<file path="config.mk">
export PLATFORM = sky130hd
export DESIGN_NAME = cam_tlb_rr
export DESIGN_NICKNAME = d
export VERILOG_FILES = /design/src/rtl/cam_tlb_rr.sv
export SDC_FILE = /design/constraint.sdc
export NUM_CORES = 1
export LEC_CHECK = 0
export BUFFER_PORTS_ARGS = -buffer_cell sky130_fd_sc_hd__buf_2
export CORE_MARGIN = 2
export CORE_UTILIZATION = 57
export CTS_CLUSTER_DIAMETER = 200
export DETAILED_ROUTE_END_ITERATION = 6
export PLACE_DENSITY = 0.79
export REMOVE_ABC_BUFFERS = 1
export SLEW_MARGIN = 20
export SYNTH_ARGS = -nofsm -noshare
export SYNTH_HDL_FRONTEND = slang
export SYNTH_SLANG_ARGS = --single-unit
</file>
<file path="constraint.sdc">
create_clock -name clk -period 5.75 [get_ports clk]
set_input_delay 0.2875 -clock clk [delete_from_list [all_inputs] [get_ports clk]]
set_output_delay 0.2875 -clock clk [all_outputs]
set_load 0.1 [all_outputs]
</file>
<file path="src/rtl/cam_tlb_rr.sv">
// Fully associative TLB CAM (VPN tag -> PFN payload) with registered lookup, round-robin
// auto-replacement that prefers free lines, invalidate-by-tag and a sequenced flush.
module cam_tlb_rr #(
  parameter  int DEPTH  = 8,
  parameter  int TAG_W  = 20,
  parameter  int DATA_W = 20,
  localparam int IDX_W  = $clog2(DEPTH)
) (
  input  logic              clk,
  input  logic              rst,
  input  logic              lookup_en,
  input  logic [TAG_W-1:0]  lookup_tag,
  output logic              hit_valid,
  output logic              hit,
  output logic              multi_hit,
  output logic [IDX_W-1:0]  maddress,
  output logic [DATA_W-1:0] mdata,
  input  logic              wren,
  input  logic              wr_auto,
  input  logic [IDX_W-1:0]  wraddress,
  input  logic [TAG_W-1:0]  wr_tag,
  input  logic [DATA_W-1:0] wr_data,
  input  logic              inv_en,
  input  logic [TAG_W-1:0]  inv_tag,
  input  logic              flush,
  output logic              busy
);

  typedef enum logic {IDLE, FLUSH} state_t;

  state_t             state;
  logic [DEPTH-1:0]   valid;
  logic [TAG_W-1:0]   tags    [DEPTH];
  logic [DATA_W-1:0]  payload [DEPTH];
  logic [IDX_W-1:0]   rr_ptr;
  logic [IDX_W-1:0]   flush_cnt;

  logic [DEPTH-1:0]   lk_match;
  logic [DEPTH-1:0]   wr_match;
  logic [DEPTH-1:0]   inv_match;
  logic [IDX_W-1:0]   lk_idx;
  logic [IDX_W-1:0]   wr_hit_idx;
  logic [IDX_W-1:0]   free_idx;
  logic [IDX_W-1:0]   victim;
  logic               wr_hit_any;
  logic               free_any;
  logic               lk_multi;
  logic               do_inv;
  logic               do_wr;

  always_comb begin
    lk_match  = '0;
    wr_match  = '0;
    inv_match = '0;
    for (int i = 0; i < DEPTH; i++) begin
      lk_match[i]  = valid[i] && (tags[i] == lookup_tag);
      wr_match[i]  = valid[i] && (tags[i] == wr_tag);
      inv_match[i] = valid[i] && (tags[i] == inv_tag);
    end
  end

  // Descending scan so the lowest matching / free index wins.
  always_comb begin
    lk_idx     = '0;
    wr_hit_idx = '0;
    free_idx   = '0;
    for (int i = DEPTH - 1; i >= 0; i--) begin
      if (lk_match[i]) lk_idx = IDX_W'(i);
      if (wr_match[i]) wr_hit_idx = IDX_W'(i);
      if (!valid[i])   free_idx = IDX_W'(i);
    end
  end

  always_comb begin
    wr_hit_any = |wr_match;
    free_any   = ~&valid;
    lk_multi   = (lk_match & (lk_match - DEPTH'(1))) != '0;
    if (!wr_auto)        victim = wraddress;
    else if (wr_hit_any) victim = wr_hit_idx;
    else if (free_any)   victim = free_idx;
    else                 victim = rr_ptr;
    do_inv = (state == IDLE) && !flush && inv_en;
    do_wr  = (state == IDLE) && !flush && !inv_en && wren;
  end

  always_ff @(posedge clk) begin
    if (do_wr) begin
      tags[victim]    <= wr_tag;
      payload[victim] <= wr_data;
    end
  end

  always_ff @(posedge clk) begin
    if (rst) begin
      state     <= IDLE;
      valid     <= '0;
      rr_ptr    <= '0;
      flush_cnt <= '0;
      busy      <= 1'b0;
      hit_valid <= 1'b0;
      hit       <= 1'b0;
      multi_hit <= 1'b0;
      maddress  <= '0;
      mdata     <= '0;
    end else begin
      hit_valid <= lookup_en;
      if (lookup_en) begin
        if (state == FLUSH || lk_match == '0) begin
          hit       <= 1'b0;
          multi_hit <= 1'b0;
          maddress  <= '0;
          mdata     <= '0;
        end else begin
          hit       <= 1'b1;
          multi_hit <= lk_multi;
          maddress  <= lk_idx;
          mdata     <= payload[lk_idx];
        end
      end

      if (state == IDLE) begin
        if (flush) begin
          state     <= FLUSH;
          busy      <= 1'b1;
          flush_cnt <= '0;
          rr_ptr    <= '0;
        end else if (do_inv) begin
          valid <= valid & ~inv_match;
        end else if (do_wr) begin
          valid[victim] <= 1'b1;
          // Only a full array with no tag match consumes the round-robin slot.
          if (wr_auto && !wr_hit_any && !free_any) rr_ptr <= rr_ptr + 1'b1;
        end
      end else begin
        valid[flush_cnt] <= 1'b0;
        flush_cnt        <= flush_cnt + 1'b1;
        if (flush_cnt == IDX_W'(DEPTH - 1)) begin
          state <= IDLE;
          busy  <= 1'b0;
        end
      end
    end
  end

endmodule
</file>
==> results.json <==
{
  "cp_data_required_time_ns": 5.94,
  "maxCapViolations": 0,
  "timing.fmax_ghz": 0.232,
  "die-width_um": 190,
  "worst_ep_arrival_time_ns": 4.50,
  "synthArstFlopShare_pct": 0,
  "worstMarginPinSlew_ns": 1.03,
  "synth_area_leaders": "edfxtp_1, xnor2_1, xor2_1",
  "drive_gt1_share_pct": 14.9,
  "clock_sinks": 362,
  "netlist_area_um2": 19600,
  "status": "completed",
  "synth.distinct_cells": 79,
  "wl_per_cell_um": 29.4,
  "grt_max_degree": 41,
  "r2r-end": "payload[1][8]",
  "placed_area_um2": 20400,
  "grt_pass1_vias": 13677,
  "drt-total-wl_um": 62900,
  "worst-r2r-cell-count": 9,
  "cp_max_fo": 21,
  "vias": 14070,
  "routed_via_density": 6.59,
  "synthCells": 1582,
  "use_met2_pct": 52.2,
  "met1_usage_pct": 46.6,
  "cts_made_buffers": 39,
  "min_period_ns": 4.31,
  "final_cell_area_um2": 21700,
  "cts_tree": "yes",
  "multi_input_area_um2": 8650,
  "num_rows": 67,
  "postCtsResizedCells": 0,
  "fillers": 2613,
  "finalHoldViolations": 0,
  "yosys_warnings": 0,
  "cts-root-buf": "clkbuf_16",
  "hold_path.class": "input port to flop",
  "path_clk_slew_ns": 0.06,
  "fin_skew_ns": 0.0207,
  "postCtsSetupRepairBufs": 0,
  "cts_hold_buf": 0,
  "relSlewSlack_pct": 31.1,
  "ant_nets": 0,
  "core_region_area_um2": 33700,
  "dp_hpwl_um": 41700,
  "synthToLayoutAreaGrowth_pct": 10.7,
  "start_util_pct": 58.2,
  "slew_viol_final": 0,
  "met3_usage_pct": 11.1,
  "rrSetupSlack_ns": 1.44,
  "overflow": 0,
  "fin_nets": 1751,
  "rsz0062_at_grt": "no",
  "peakVddDrop_uv": 262,
  "setup_viol": 0,
  "drc": 0,
  "start_kind": "flop",
  "crit_start": "tags[4][12]",
  "grt_pass1_wl_um": 90500,
  "antenna_found_initial": 0,
  "rr_startpoint": "tags[4][12]",
  "drtIter0Drc": 1775,
  "boundaryPins": 117,
  "htreeDepth": 2,
  "diodes": 0,
  "netlist.area_leader.share_pct": 49.0,
  "fin_crit_sh_pct": 75.0,
  "leakage_nw": 7.10,
  "seq_area_um2": 10500,
  "path_class": "flop to flop",
  "first_pass_iters": 6,
  "power_density_nw_per_um2": 274,
  "setup.worst_path.end": "payload[1][8]",
  "synth_ff_type": "edfxtp_1",
  "die_h_um": 190,
  "clock_path_buffers": 3,
  "synth_seq_cells": 362,
  "finalSetupTns_ns": 0,
  "avgSynthCellArea_um2": 12.4,
  "clock_latency_ns": 0.53,
  "synth_edf_count": 320,
  "cp-end-kind": "flop",
  "grt_use_total_pct": 35.1,
  "yosys.area.top_type": "edfxtp_1",
  "busiest_layer": "met2",
  "port_buffers": 116,
  "gp_congestion": 1.02,
  "ys_seq_area_share_pct": 53.2,
  "fp.dieArea_um2": 35900
}
-- power by group --
part | internal, mW | switching (mW) | total (mW)
clock | 1.50 | 1.05 | 2.54
sequential | 2.87 | 0.0156 | 2.89
combinational | 0.156 | 0.358 | 0.514
total | 4.53 | 1.42 | 5.95
-- worst min path at each step --
stage / startpoint / end / slack, ns / cells past startpoint
2_1_floorplan: rst / hit_valid / 0.35 / 1
3_3_place_gp: mdata[18] / mdata[18] / 0.44 / 2
3_5_place_dp: multi_hit / multi_hit / 0.45 / 2
4_1_cts: wr_data[11] / payload[2][11] / 0.01 / 1
5_1_grt: wr_data[14] / payload[0][14] / 0.02 / 1
6_report: wr_data[15] / payload[5][15] / 0.03 / 1
-- cells in the mapped netlist (9+ instances only) --
cell type,number
mux2i_1,66
nand3_1,35
inv_1,11
buf_6,17
nor2_1,61
nand4_1,108
a22oi_2,10
nor4b_1,17
xor2_1,157
xnor2_1,323
buf_2,26
a31oi_1,9
nor4_1,59
nand2_1,60
a21oi_1,22
edfxtp_1,320
or3_1,11
o22ai_1,10
dfxtp_1,42
nor3_1,14
clkbuf_1,40
mux2_4,9
o21ai_0,16
-- per-layer routing --
layer | routed length [µm] | up-vias
li1 | - | 5960
met1 | 24000 | 6864
met2 | 26900 | 1016
met3 | 8110 | 228
met4 | 3810 | 2
met5 | 68 | -
-- critical path, stage by stage, from the launching register on --
cell and delay (ns):
edfxtp_1 0.47, xnor2_1 0.42, nand4_1 0.14, nor4_1 0.45, nand4b_1 0.45, a31oi_1 0.34, a2bb2oi_1 0.38, nand2_1 0.25
nor2_4 0.61, buf_4 0.45
-- cell families (layout without fill, tap and decap cells) --
group / after synthesis / in the layout / synth area share [%]
xor gates and xnor gates: 483 / 483 / 21.7
and+or+nand+nor: 418 / 418 / 12.3
DFF: 362 / 362 / 53.2
AOI/OAI and AO/OA: 120 / 120 / 4.53
buffers and inverters: 108 / 214 / 3.03
muxes: 86 / 86 / 4.99
adders and majority gates: 5 / 5 / 0.293
-- sequential cells by signal, summed over array words and instances, names as in the netlist --
register   cells
mdata         20
valid          8
multi_hit      1
maddress       3
state          1
payload      160
rr_ptr         3
hit            1
busy           1
flush_cnt      3
tags         160
hit_valid      1
-- cell usage in the layout (no fill, tap or decap), types with 5 or more instances in the layout --
| master | instances |
|---|---|
| nor2_4 | 8 |
| o22ai_1 | 10 |
| nor2_1 | 53 |
| nand3_1 | 35 |
| a21oi_1 | 22 |
| xor2_1 | 157 |
| clkinv_2 | 5 |
| dfxtp_1 | 42 |
| clkbuf_16 | 39 |
| o21ai_0 | 15 |
| o21ai_1 | 6 |
| xnor2_1 | 323 |
| mux2_4 | 9 |
| a31oi_1 | 9 |
| buf_4 | 15 |
| nand2_1 | 60 |
| nor3b_1 | 5 |
| and2_1 | 5 |
| mux2i_1 | 66 |
| nor4b_1 | 17 |
| mux2_2 | 5 |
| a21o_1 | 7 |
| nor3_1 | 14 |
| a32oi_1 | 6 |
| clkbuf_1 | 6 |
| or3_1 | 11 |
| or2_2 | 5 |
| nand4_1 | 108 |
| inv_1 | 11 |
| nand4b_1 | 5 |
| a211o_1 | 6 |
| a22oi_2 | 10 |
| nor4_1 | 59 |
| edfxtp_1 | 320 |
| o211a_1 | 5 |
| buf_2 | 116 |
-- stage by stage --
| step | power [mW] | utilization (%) | cells | worst slack (ns) | hold WS [ns] |
|---|---|---|---|---|---|
| CTS | 5.94 | 64.5 | 2136 | 1.71 | 0.0137 |
| finish | 5.95 | 64.5 | 2136 | 1.44 | 0.0321 |
| detailed placement | 3.43 | 60.6 | 2065 | 1.49 | 0.455 |
| global route | 6.09 | 64.5 | 2136 | 1.37 | 0.0232 |
| global placement | 3.43 | 60.6 | 2065 | 1.53 | 0.438 |
| floorplan | 3.17 | - | 1485 | 1.81 | 0.354 |
-- cell type report --
class	count	share of cell area, %
Tap cell	448	2.58
Inverter	11	0.190
Sequential cell	362	48.1
Clock buffer	49	4.85
Clock inverter	22	1.17
Timing Repair Buffer	132	3.28
Multi-Input combinational cell	1112	39.8
(Power assumes the default switching activity.)
